<file path="config.mk">
export PLATFORM = sky130hd
export DESIGN_NAME = jtdsp16_docache
export DESIGN_NICKNAME = d
export VERILOG_FILES = /design/src/rtl/jtdsp16_docache.sv
export SDC_FILE = /design/constraint.sdc
export NUM_CORES = 1
export LEC_CHECK = 0
export ABC_AREA = 1
export BUFFER_PORTS_ARGS = -buffer_cell sky130_fd_sc_hd__buf_4
export CAP_MARGIN = 15
export CORE_ASPECT_RATIO = 2
export CORE_UTILIZATION = 40
export CTS_BUF_LIST = sky130_fd_sc_hd__clkbuf_16
export CTS_CLUSTER_DIAMETER = 40
export CTS_CLUSTER_SIZE = 12
export DETAILED_ROUTE_END_ITERATION = 12
export PLACE_DENSITY = 0.52
export SYNTH_ARGS = -nofsm -noshare
export SYNTH_HDL_FRONTEND = slang
export SYNTH_SLANG_ARGS = --single-unit
</file>
<file path="constraint.sdc">
create_clock -name clk -period 4.2 [get_ports clk]
set_input_delay 0.21 -clock clk [delete_from_list [all_inputs] [get_ports clk]]
set_output_delay 0.21 -clock clk [all_outputs]
set_load 0.005 [all_outputs]
</file>
<file path="src/rtl/jtdsp16_docache.sv">
// Loop-body cache for the DSP16 do/redo construct: captures the body from ROM
// on the first pass and replays it while the program counter is held.
module jtdsp16_docache #(
  parameter int DEPTH = 15,
  parameter int KW    = 7
) (
  input  logic        clk,
  input  logic        rst_n,
  input  logic        cen,
  input  logic        do_start,
  input  logic [10:0] do_data,
  input  logic        inst_adv,
  input  logic [15:0] rom_dout,
  output logic [15:0] cache_dout,
  output logic        cache_sel,
  output logic        pc_hold,
  output logic        busy,
  output logic        fault
);

  typedef enum logic [1:0] {
    IDLE = 2'd0,
    FILL = 2'd1,
    LOOP = 2'd2
  } state_t;

  localparam logic [3:0]    DEPTH_W = 4'(DEPTH);
  localparam logic [KW-1:0] K_ONE   = {{(KW-1){1'b0}}, 1'b1};
  localparam logic [KW-1:0] K_ZERO  = {KW{1'b0}};

  state_t        state_r, state_s;
  logic [3:0]    idx_r, idx_s;
  logic [3:0]    ni_r, ni_s;
  logic [KW-1:0] kcnt_r, kcnt_s;
  logic          valid_r, valid_s;
  logic          fault_r, fault_s;
  logic          wr_en_s;
  logic          busy_r, cache_sel_r, pc_hold_r;
  logic [15:0]   mem_r [DEPTH];

  logic [3:0]    cmd_ni_s;
  logic [KW-1:0] cmd_k_s;
  logic          last_s;
  logic          kone_s;

  assign cmd_ni_s = do_data[10:7];
  assign cmd_k_s  = do_data[KW-1:0];
  assign last_s   = (idx_r == (ni_r - 4'd1));
  assign kone_s   = (kcnt_r == K_ONE);

  // Next-state, counter and fault logic; nothing moves unless cen is high
  always_comb begin
    state_s = state_r;
    idx_s   = idx_r;
    ni_s    = ni_r;
    kcnt_s  = kcnt_r;
    valid_s = valid_r;
    fault_s = fault_r;
    wr_en_s = 1'b0;
    if (cen) begin
      case (state_r)
        IDLE: begin
          if (do_start) begin
            if ((cmd_k_s == K_ZERO) || (cmd_ni_s > DEPTH_W)) begin
              fault_s = 1'b1;
            end else if (cmd_ni_s != 4'd0) begin
              ni_s    = cmd_ni_s;
              kcnt_s  = cmd_k_s;
              idx_s   = 4'd0;
              valid_s = 1'b0;
              state_s = FILL;
            end else if (valid_r) begin
              kcnt_s  = cmd_k_s;
              idx_s   = 4'd0;
              state_s = LOOP;
            end else begin
              fault_s = 1'b1;
            end
          end else begin
            state_s = IDLE;
          end
        end
        FILL: begin
          // A nested do is flagged but does not disturb the running loop
          if (do_start) begin
            fault_s = 1'b1;
          end else begin
            fault_s = fault_r;
          end
          if (inst_adv) begin
            wr_en_s = 1'b1;
            if (last_s) begin
              idx_s   = 4'd0;
              valid_s = 1'b1;
              kcnt_s  = kcnt_r - K_ONE;
              state_s = kone_s ? IDLE : LOOP;
            end else begin
              idx_s = idx_r + 4'd1;
            end
          end else begin
            wr_en_s = 1'b0;
          end
        end
        LOOP: begin
          if (do_start) begin
            fault_s = 1'b1;
          end else begin
            fault_s = fault_r;
          end
          if (inst_adv) begin
            if (last_s) begin
              idx_s   = 4'd0;
              kcnt_s  = kcnt_r - K_ONE;
              state_s = kone_s ? IDLE : LOOP;
            end else begin
              idx_s = idx_r + 4'd1;
            end
          end else begin
            idx_s = idx_r;
          end
        end
        default: begin
          state_s = IDLE;
          idx_s   = 4'd0;
        end
      endcase
    end else begin
      state_s = state_r;
    end
  end

  // Control state and registered status outputs
  always_ff @(posedge clk or negedge rst_n) begin
    if (!rst_n) begin
      state_r     <= IDLE;
      idx_r       <= 4'd0;
      ni_r        <= 4'd0;
      kcnt_r      <= K_ZERO;
      valid_r     <= 1'b0;
      fault_r     <= 1'b0;
      busy_r      <= 1'b0;
      cache_sel_r <= 1'b0;
      pc_hold_r   <= 1'b0;
    end else begin
      state_r     <= state_s;
      idx_r       <= idx_s;
      ni_r        <= ni_s;
      kcnt_r      <= kcnt_s;
      valid_r     <= valid_s;
      fault_r     <= fault_s;
      busy_r      <= (state_s != IDLE);
      cache_sel_r <= (state_s == LOOP);
      pc_hold_r   <= (state_s == LOOP);
    end
  end

  // Body storage is deliberately left unreset
  always_ff @(posedge clk) begin
    if (wr_en_s) begin
      mem_r[idx_r] <= rom_dout;
    end
  end

  assign cache_dout = cache_sel_r ? mem_r[idx_r] : 16'h0000;
  assign cache_sel  = cache_sel_r;
  assign pc_hold    = pc_hold_r;
  assign busy       = busy_r;
  assign fault      = fault_r;

endmodule
</file>
==> metrics.cfg <==
[status]
status = finished, final reports clean

[placed_design]
place.port_buffers = 51
place.gp.congestion = 0.856
dp_cells = 1254
post_dp_cell_area_um2 = 11600
hpwl_um = 18700

[setup_path]
critical_path_arrival_ns = 3.01
reg2reg_setup_slack_ns = 1.17
worst_setup_path_end_kind = output port
worst_r2r_path_depth = 4
worst-path-max-fanout = 20
critical_path.startpoint_type = flip-flop
path_class = flip-flop to output port
crit_required_ns = 3.99

[drt]
viasPerCell = 5.37
ant_nets = 0
via_count = 7035
drt_drc_violations_left = 0
drt_pre_antenna_iters = 4
drt_wl_total_um = 28800
dr.first_iter.drc_count = 325
routed_wire_length_per_instance_um = 22.0

[run]
max_cap_violations = 0

[logic_synthesis]
post_synth.cell_area_avg_um2 = 12.1
yosys_warnings = 0
yosys.area.top_type_share_pct = 66.6
ys_ff_latch = 261
seq_area_frac_synth_pct = 71.4
synthTopCellsByArea = edfxtp_1 (67%), o21ai_0 (5.1%), dfrtp_1 (4.9%)
synth_area_leader_cell = edfxtp_1
synthesis.instances = 892
syn_nets = 934
ys_types = 37
cell_area_after_synthesis_um2 = 10800

[global_routing]
first_pass_grt_wire_length_um = 43300
grt_antenna_before_repair = 0
first_global_vias = 7197
overflow = 0
pin_count_of_the_biggest_net_entering_global_routing = 55
global_route_total_usage_across_every_layer_pct = 21.3

[final_layout]
layout.nets = 1000
final_design_area_no_fill_um2 = 12600
instances_no_fill = 1310
drive_above_1_share_pct = 15.1
layout.filler_cells = 2451
layout-area-overhead-vs-synth_pct = 16.4
diodes = 0

[pwr]
power.net_switching_uw = 2680
share_seq_of_total_power_pct = 40.4
peakVddDrop_v = 0.000319
internal_power_uw = 4920
design_power_total_uw = 7590
leakage_uw = 0.00442
power-per-cell-area_nw_per_um2 = 603
share_of_power_burned_in_combinational_logic_pct = 29.7
power.clock.fraction_pct = 29.9
share_of_total_power_consumed_by_net_switching_pct = 35.3

[clock_network]
worstSkewPairLatency_ns = 0.55
htreeDepth = 1
cts.path.max_buffers = 3
tritoncts = built
cts.repair_timing.setup_buffer_count = 0
path_clk_slew_ns = 0.06
root_buffer = clkbuf_16
cts_made_buffers = 29
clock_sinks = 261

[timing]
count_of_endpoints_failing_hold_in_the_final_timing_report = 0
fin_worst_skew_ns = 0.0139
timing.setup.tns_ns = 0
worst_slew_margin_rel_pct = 29.7
final_min_period_over_clock_period_pct = 76.6
slew_viol_final = 0
transition_time_at_the_pin_with_the_least_slew_margin_ns = 1.05
max_freq_mhz = 311
hold_slack_ns = 0.00514
min_period_ns = 3.22
setup-violations-final = 0
grt_setup_unrepaired = no

[die]
die-area_um2 = 27800
io_pins = 52
core_area_um2 = 26500
num_rows = 84
die_width_um = 118
die_h_um = 235
floorplan.initialDensity_pct = 40.9

[min_path]
min_delay_path_depth = 1
type_of_the_tightest_min_delay_check = primary input to flip-flop

## power groups by stage
stage / sequential [uW] / clock, uW / combinational [uW]
global placement: 3120 / 0 / 2260
global route: 3090 / 2410 / 2520
floorplan: 3070 / 0 / 1530
detailed placement: 3120 / 0 / 2270
finish: 3070 / 2270 / 2250
CTS: 3070 / 2330 / 2290
## per-stage QoR
stage          util, %  worst slack, ns
2_1_floorplan        -             1.50
3_3_place_gp      43.8             1.18
3_5_place_dp      43.8             1.14
4_1_cts           47.6            0.991
5_1_grt           47.6            0.782
6_report          47.6            0.983
## critical path, stage by stage, from the launching register on
cell and delay (ns):
dfrtp_1 0.82, inv_1 0.19, nor2_2 0.61, nand2_1 0.25, a41oi_1 0.40, buf_4 0.18
## final cells by class
type	instances	area [um2]	area share, %
clock buffers	29	726	5.76
clock inverters	10	95.1	0.755
inverters	39	148	1.17
multi-input cells	542	2760	21.9
flip-flops and latches	261	7740	61.4
well taps	344	430	3.42
repair buffers	85	706	5.60
## layer usage
metal  global-route usage, %  wire [um]
met5                       0          0
met4                    12.5       1660
met3                    2.55        857
met2                    40.8      15900
met1                    21.7      10400
## sequential cells by signal, indices dropped and copies added, names as in the netlist
| signal | count |
|---|---|
| busy | 1 |
| fault | 1 |
| idx_r | 4 |
| kcnt_r | 7 |
| mem_r | 240 |
| ni_r | 4 |
| pc_hold | 1 |
| state_r | 2 |
| valid_r | 1 |
## cells in the mapped netlist, drive strengths merged
cell type and count:
a22oi 3, o22ai 48, nand2 145, nand4 4, clkbuf 30, o2111ai 13
clkinv 3, nor3 4, nor2 135, inv 36, a21oi 7, xor2 3
a41o 1, o21ai 119, dfrtp 21, edfxtp 240, buf 20, ha 10
nor4 1, a31oi 5, a41oi 13, nand3 31
## logic make-up (layout without fill, tap and decap cells)
family / count (synthesis) / count (layout) / synth area share [%]
AND/OR/NAND/NOR: 320 / 320 / 12.2
flip-flops: 261 / 261 / 71.4
AO/OA/AOI/OAI: 209 / 209 / 11.4
buffers and inverters: 89 / 163 / 3.58
adder cells (fa/ha/maj): 10 / 10 / 1.16
XOR/XNOR: 3 / 3 / 0.243
## layout by cell type, fill, tap and decap left out, drive strengths merged, types with 4 or more instances in the layout
master	Yosys	final
nand4	4	4
nand3	31	31
nand2	145	145
o22ai	48	48
edfxtp	240	240
ha	10	10
o2111ai	13	13
clkinv	3	8
nor2	135	135
inv	36	40
a21oi	7	7
clkbuf	30	29
a41oi	13	13
o21ai	119	119
a31oi	5	5
nor3	4	4
dlygate4sd3	0	17
dfrtp	21	21
buf	20	68
## worst paths after layout
check	to	startpoint
min in group asynchronous	ni_r[0]	rst_n
hold / removal	mem_r[3][8]	rom_dout[8]
setup / recovery	cache_dout[7]	idx_r[2]
setup reg to reg	mem_r[5][2]	idx_r[2]
hold reg to reg	ni_r[3]	ni_r[3]
max in group asynchronous	idx_r[0]	rst_n
## what timing repair did
item | 4_1_cts | 5_1_grt
gates resized for setup | 0 | 0
hold buffers | 17 | 0
endpoints found under the hold margin | 120 | 0
(Power assumes the default switching activity.)
